[src/rtl/mem_wb_dmem_stage.sv]
// MEM/WB boundary stage: owns the data-cache handshake, stalls upstream while a
// request is outstanding, and aligns/extends load data for WB.
// Optional misalignment check: define MEM_MISALIGN_CHK_EN.
module mem_wb_dmem_stage #(
  parameter int width = 32
) (
  input  logic             clk,
  input  logic             rst,
  input  logic             MEM_valid_i,
  input  logic             MEM_mem_read_i,
  input  logic             MEM_mem_write_i,
  input  logic [width-1:0] MEM_data_mem_address_i,
  input  logic [width-1:0] MEM_data_mem_wdata_i,
  input  logic [3:0]       MEM_mem_byte_en_i,
  input  logic [2:0]       MEM_funct3_i,
  input  logic [width-1:0] MEM_alu_out_i,
  input  logic [width-1:0] MEM_pc_plus4_i,
  input  logic [4:0]       MEM_rd_i,
  input  logic             MEM_load_regfile_i,
  input  logic             MEM_halt_en_i,
  output logic             dmem_read_o,
  output logic             dmem_write_o,
  output logic [width-1:0] dmem_address_o,
  output logic [width-1:0] dmem_wdata_o,
  output logic [3:0]       dmem_mbe_o,
  input  logic [width-1:0] dmem_rdata_i,
  input  logic             dmem_resp_i,
  output logic             stall_o,
`ifdef MEM_MISALIGN_CHK_EN
  output logic             WB_misaligned_o,
`endif
  output logic             WB_valid_o,
  output logic [width-1:0] WB_load_data_o,
  output logic [width-1:0] WB_alu_out_o,
  output logic [width-1:0] WB_pc_plus4_o,
  output logic [4:0]       WB_rd_o,
  output logic             WB_load_regfile_o,
  output logic             WB_mem_read_o,
  output logic             WB_halt_en_o
);

  typedef enum logic {IDLE, BUSY} state_t;
  state_t state;

  // request context held while the cache is busy
  logic [width-1:0] alu_q, pc_q;
  logic [4:0]       rd_q;
  logic [2:0]       f3_q;
  logic [1:0]       off_q;
  logic             lrf_q, halt_q, load_q;

  logic is_mem, mis, accept;
  assign is_mem = MEM_mem_read_i | MEM_mem_write_i;

`ifdef MEM_MISALIGN_CHK_EN
  assign mis = is_mem &
               (((MEM_funct3_i[1:0] == 2'b01) && MEM_data_mem_address_i[0]) ||
                ((MEM_funct3_i[1:0] == 2'b10) && (MEM_data_mem_address_i[1:0] != 2'b00)));
`else
  assign mis = 1'b0;
`endif

  assign accept  = (state == IDLE) && MEM_valid_i && is_mem && !mis;
  assign stall_o = (state == BUSY) || accept;

  function automatic logic [width-1:0] align(input logic [2:0] f3, input logic [1:0] off,
                                             input logic [width-1:0] d);
    logic [7:0]  b;
    logic [15:0] h;
    b = d[8*off +: 8];
    h = off[1] ? d[31:16] : d[15:0];
    case (f3)
      3'b000:  align = {{(width-8){b[7]}}, b};
      3'b100:  align = {{(width-8){1'b0}}, b};
      3'b001:  align = {{(width-16){h[15]}}, h};
      3'b101:  align = {{(width-16){1'b0}}, h};
      default: align = d;
    endcase
  endfunction

  always_ff @(posedge clk) begin
    if (rst) begin
      state             <= IDLE;
      dmem_read_o       <= 1'b0;
      dmem_write_o      <= 1'b0;
      dmem_address_o    <= '0;
      dmem_wdata_o      <= '0;
      dmem_mbe_o        <= '0;
      WB_valid_o        <= 1'b0;
      WB_load_data_o    <= '0;
      WB_alu_out_o      <= '0;
      WB_pc_plus4_o     <= '0;
      WB_rd_o           <= '0;
      WB_load_regfile_o <= 1'b0;
      WB_mem_read_o     <= 1'b0;
      WB_halt_en_o      <= 1'b0;
`ifdef MEM_MISALIGN_CHK_EN
      WB_misaligned_o   <= 1'b0;
`endif
      alu_q <= '0; pc_q <= '0; rd_q <= '0; f3_q <= '0; off_q <= '0;
      lrf_q <= 1'b0; halt_q <= 1'b0; load_q <= 1'b0;
    end else begin
      case (state)
        IDLE: begin
`ifdef MEM_MISALIGN_CHK_EN
          WB_misaligned_o <= MEM_valid_i && mis;
`endif
          if (accept) begin
            state          <= BUSY;
            dmem_read_o    <= MEM_mem_read_i && !MEM_mem_write_i;
            dmem_write_o   <= MEM_mem_write_i;
            dmem_address_o <= {MEM_data_mem_address_i[width-1:2], 2'b00};
            dmem_wdata_o   <= MEM_data_mem_wdata_i;
            dmem_mbe_o     <= MEM_mem_byte_en_i;
            alu_q  <= MEM_alu_out_i;
            pc_q   <= MEM_pc_plus4_i;
            rd_q   <= MEM_rd_i;
            f3_q   <= MEM_funct3_i;
            off_q  <= MEM_data_mem_address_i[1:0];
            lrf_q  <= MEM_load_regfile_i;
            halt_q <= MEM_halt_en_i;
            load_q <= MEM_mem_read_i && !MEM_mem_write_i;
            WB_valid_o        <= 1'b0;
            WB_load_regfile_o <= 1'b0;
          end else if (MEM_valid_i) begin
            // non-memory op (or misaligned op) goes straight through
            WB_valid_o        <= 1'b1;
            WB_load_data_o    <= '0;
            WB_alu_out_o      <= MEM_alu_out_i;
            WB_pc_plus4_o     <= MEM_pc_plus4_i;
            WB_rd_o           <= MEM_rd_i;
            WB_load_regfile_o <= MEM_load_regfile_i && !mis;
            WB_mem_read_o     <= MEM_mem_read_i && !MEM_mem_write_i;
            WB_halt_en_o      <= MEM_halt_en_i;
          end else begin
            WB_valid_o        <= 1'b0;
            WB_load_regfile_o <= 1'b0;
          end
        end
        BUSY: begin
          if (dmem_resp_i) begin
            state             <= IDLE;
            dmem_read_o       <= 1'b0;
            dmem_write_o      <= 1'b0;
            WB_valid_o        <= 1'b1;
            WB_load_data_o    <= load_q ? align(f3_q, off_q, dmem_rdata_i) : '0;
            WB_alu_out_o      <= alu_q;
            WB_pc_plus4_o     <= pc_q;
            WB_rd_o           <= rd_q;
            WB_load_regfile_o <= lrf_q;
            WB_mem_read_o     <= load_q;
            WB_halt_en_o      <= halt_q;
          end
        end
        default: state <= IDLE;
      endcase
    end
  end

endmodule

[config.mk]
export PLATFORM = sky130hd
export DESIGN_NAME = mem_wb_dmem_stage
export DESIGN_NICKNAME = d
export VERILOG_FILES = /design/src/rtl/mem_wb_dmem_stage.sv
export SDC_FILE = /design/constraint.sdc
export NUM_CORES = 1
export LEC_CHECK = 0
export BUFFER_PORTS_ARGS = -buffer_cell sky130_fd_sc_hd__buf_2
export CAP_MARGIN = 20
export CORE_MARGIN = 2
export CORE_UTILIZATION = 45
export DETAILED_ROUTE_END_ITERATION = 8
export GPL_TIMING_DRIVEN = 0
export PLACE_DENSITY_LB_ADDON = 0.15
export REMOVE_ABC_BUFFERS = 1
export SYNTH_ARGS = -nofsm -noshare
export SYNTH_HDL_FRONTEND = slang
export SYNTH_SLANG_ARGS = --single-unit
[constraint.sdc]
create_clock -name clk -period 1.7 [get_ports clk]
set_input_delay 0.085 -clock clk [delete_from_list [all_inputs] [get_ports clk]]
set_output_delay 0.085 -clock clk [all_outputs]
set_load 0.01 [all_outputs]
==> flow_summary.toml <==
[run_status]
status = "finished with violations"
violations = "hold timing"

[yosys]
synth_area_leaders = "dfxtp_1 50%, nand2_1 11%, a21oi_1 7.5%"
muxShareOfSynthArea = 0.07442
ys.flop_type = "dfxtp_1"
synth_cells = 1150
synthSimpleGateAreaFrac = 0.1702
synth-edff-count = 0
yosysWarningCount = 0
synth_top_area_frac = 0.4965
synthAdderAreaFrac = 0
synth_top_family_by_area = "compound AO/OA/AOI/OAI gates"
synth_top_cell_by_area = "dfxtp_1"
ys_types = 48
syn_area_per_cell_um2 = 8.801
synth_compound_area_frac = 0.2060
netlist_area_mm2 = 0.01012
synthMostInstantiatedCell = "nand2_1"
ys_ff_latch = 251
synth_commonest_cells = "309 x nand2_1, 251 x dfxtp_1, 152 x a21oi_1"
ys_seq_area_frac = 0.4965
synth-xor-area-share = 0
synthArstFlopShare = 0

[placed_design]
gp_congestion = 0.7764
portBuffers = 353
dp_hpwl_um = 18900
postPlaceCellArea_mm2 = 0.01201

[sta]
fin_crit_ns = 1.648
maxSlewViolCount = 0
fmax_ghz = 0.6067
period_share = 0.9696
rsz0062_at_grt = "no"
whs_ns = -0.0006360
skew_ns = 0.009843
tightest_slew_ns = 0.8956
setup_viol = 0
hold_viol_final = 1
slew_headroom = 0.4028

[clock_network]
clockBufferDepth = 3
htreeDepth = 1
clk_pin_slew_ns = 0.06
cts-buffers-inserted = 28
cts_root_buf = "clkbuf_16"
cts_tree = "yes"
clock_sinks = 251
clk_latency_ns = 0.54

[global_route]
grt_pass1_wl_um = 52990
grt-ovfl-total = 0
antenna_found_initial = 0
grt_pass1_vias = 10240
grt_max_degree = 117
grt_use_total = 0.2726

[pwr]
pwr-share-comb = 0.178
p_per_area_mw_per_mm2 = 994.9
ir_worst_vdd_mv = 0.8650
p_sw_frac = 0.2721
p_clk_frac = 0.392
seqPwrFrac = 0.430
leakage_uw = 0.006506
switchingPower_uw = 4088
intPower_uw = 10940

[critical_path]
arrival_ns = 1.56
setup.worst_path.class = "flop to output pin"
cp_cell_sequence = "nor2b_4, o21ai_4, buf_12, nand2b_4, buf_2"
crit-reg2reg-launch = "state"
slowest_delay_ns = 0.38
critPathLaunch = "state"
worstSetupEndpointType = "output pin"
cp_max_fo = 15
path_delay_family = "flip-flops"
cp-start-kind = "flop"
cpMaxStageDelayCell = "dfxtp_4"
crit_buf_inv = 2
cp.required_ns = 1.62

[floorplan]
dieArea_mm2 = 0.02371
start_util = 0.4609
core_area_mm2 = 0.02196
pin_count = 356
die_height_um = 154.0
die-width_um = 154.0
row_count = 54

[cells_and_area]
stdcell_area_mm2 = 0.01510
syn_to_final_growth_pct = 49.22
n_fill_cell = 1691
drive_above_1_share = 0.2987
antennaDiodeCount = 0
final_nets = 1836

[routing]
dr.pass1.iters = 5
route.detailed.drc = 0
routed_wl_um = 33890
drtAntennaViolNets = 0
vias_per_cell = 5.276
drt_iter0_markers = 692
num_vias = 10330
wire_per_inst_um = 17.32

[hold_path]
min_path_type = "primary input to flop"
hp-start = "rst"

[flow_run]
cap_violations = 0
-- layer usage --
metal | part of all wire | global-route usage
met5 | 0 | 0
met4 | 0.038 | 0.1104
met3 | 0.068 | 0.05778
met2 | 0.49 | 0.4835
met1 | 0.40 | 0.3207
-- repair_timing --
item	CTS	global route
setup endpoints to repair	235	78
pin swaps	2	2
setup buffers	17	7
hold buffers	178	0
resized for setup	9	13
hold endpoints to repair	249	0
gates cloned	6	2
-- cell usage in the layout (no fill, tap or decap), drive strengths merged, types with 3 or more instances in the layout --
master and instances:
a211oi 75, a21oi 152, a221o 16, a221oi 11, a31o 7, and2 7
buf 387, clkbuf 44, clkinv 6, dfxtp 251, dlygate4sd3 178, mux2i 73
nand2 309, nand2b 4, nor2 78, nor2b 11, o21a 5, o21ai 20
o221ai 5, o22a 5, or2 3
-- stage by stage --
stage          setup TNS, ns    util  total power [µW]  setup WS, ns  cells
2_1_floorplan       -1159.35       -              7794        -5.328   1053
3_3_place_gp        -2002.96  0.5336              8749        -9.906   1686
3_5_place_dp         -103.83  0.5470              8706       -0.8244   1697
4_1_cts                    0  0.6811             15040      0.008871   1949
5_1_grt                    0  0.6877             15630      0.006943   1957
6_report                   0  0.6877             15020       0.05175   1957
-- kinds of logic after synthesis --
kind of cell | count (synthesis)
AND/OR/NAND/NOR | 423
AO/OA/AOI/OAI | 300
flip-flops | 251
buffers and inverters | 100
multiplexers | 75
other | 1
-- area by class of cell --
type / count / area [µm²] / area share
clock inverter: 9 / 90.09 / 0.005965
tap: 280 / 350.3 / 0.02320
timing repair buffer: 568 / 4095 / 0.2712
clock buffer: 42 / 803.3 / 0.05319
inverter: 2 / 11.26 / 0.0007456
sequential: 251 / 5039 / 0.3336
multi-input combinational: 805 / 4713 / 0.3121
-- power by group through the flow --
stage	Sequential (µW)	Combinational [µW]	Clock (µW)
5_1_grt	6510	2900	6230
3_3_place_gp	6650	2100	0
4_1_cts	6460	2590	5990
3_5_place_dp	6620	2090	0
6_report	6470	2670	5880
2_1_floorplan	6750	1040	0
-- final timing paths --
path	cells past startpoint	to	slack, ns
worst max-delay path	5	stall_o	0.05
worst max register to register	5	WB_load_data_o[24]	0.09
worst min-delay path	2	dmem_wdata_o[10]	-0.0006
worst min register to register	2	WB_load_data_o[3]	0.44
-- registers in the layout, summed over array words and instances (netlist names), 2 cells and up --
register / flops
off_q: 2
WB_load_data_o: 32
dmem_wdata_o: 32
dmem_mbe_o: 4
WB_alu_out_o: 32
WB_pc_plus4_o: 32
rd_q: 5
pc_q: 32
f3_q: 3
alu_q: 32
WB_rd_o: 5
dmem_address_o: 30
(Power assumes the default switching activity.)
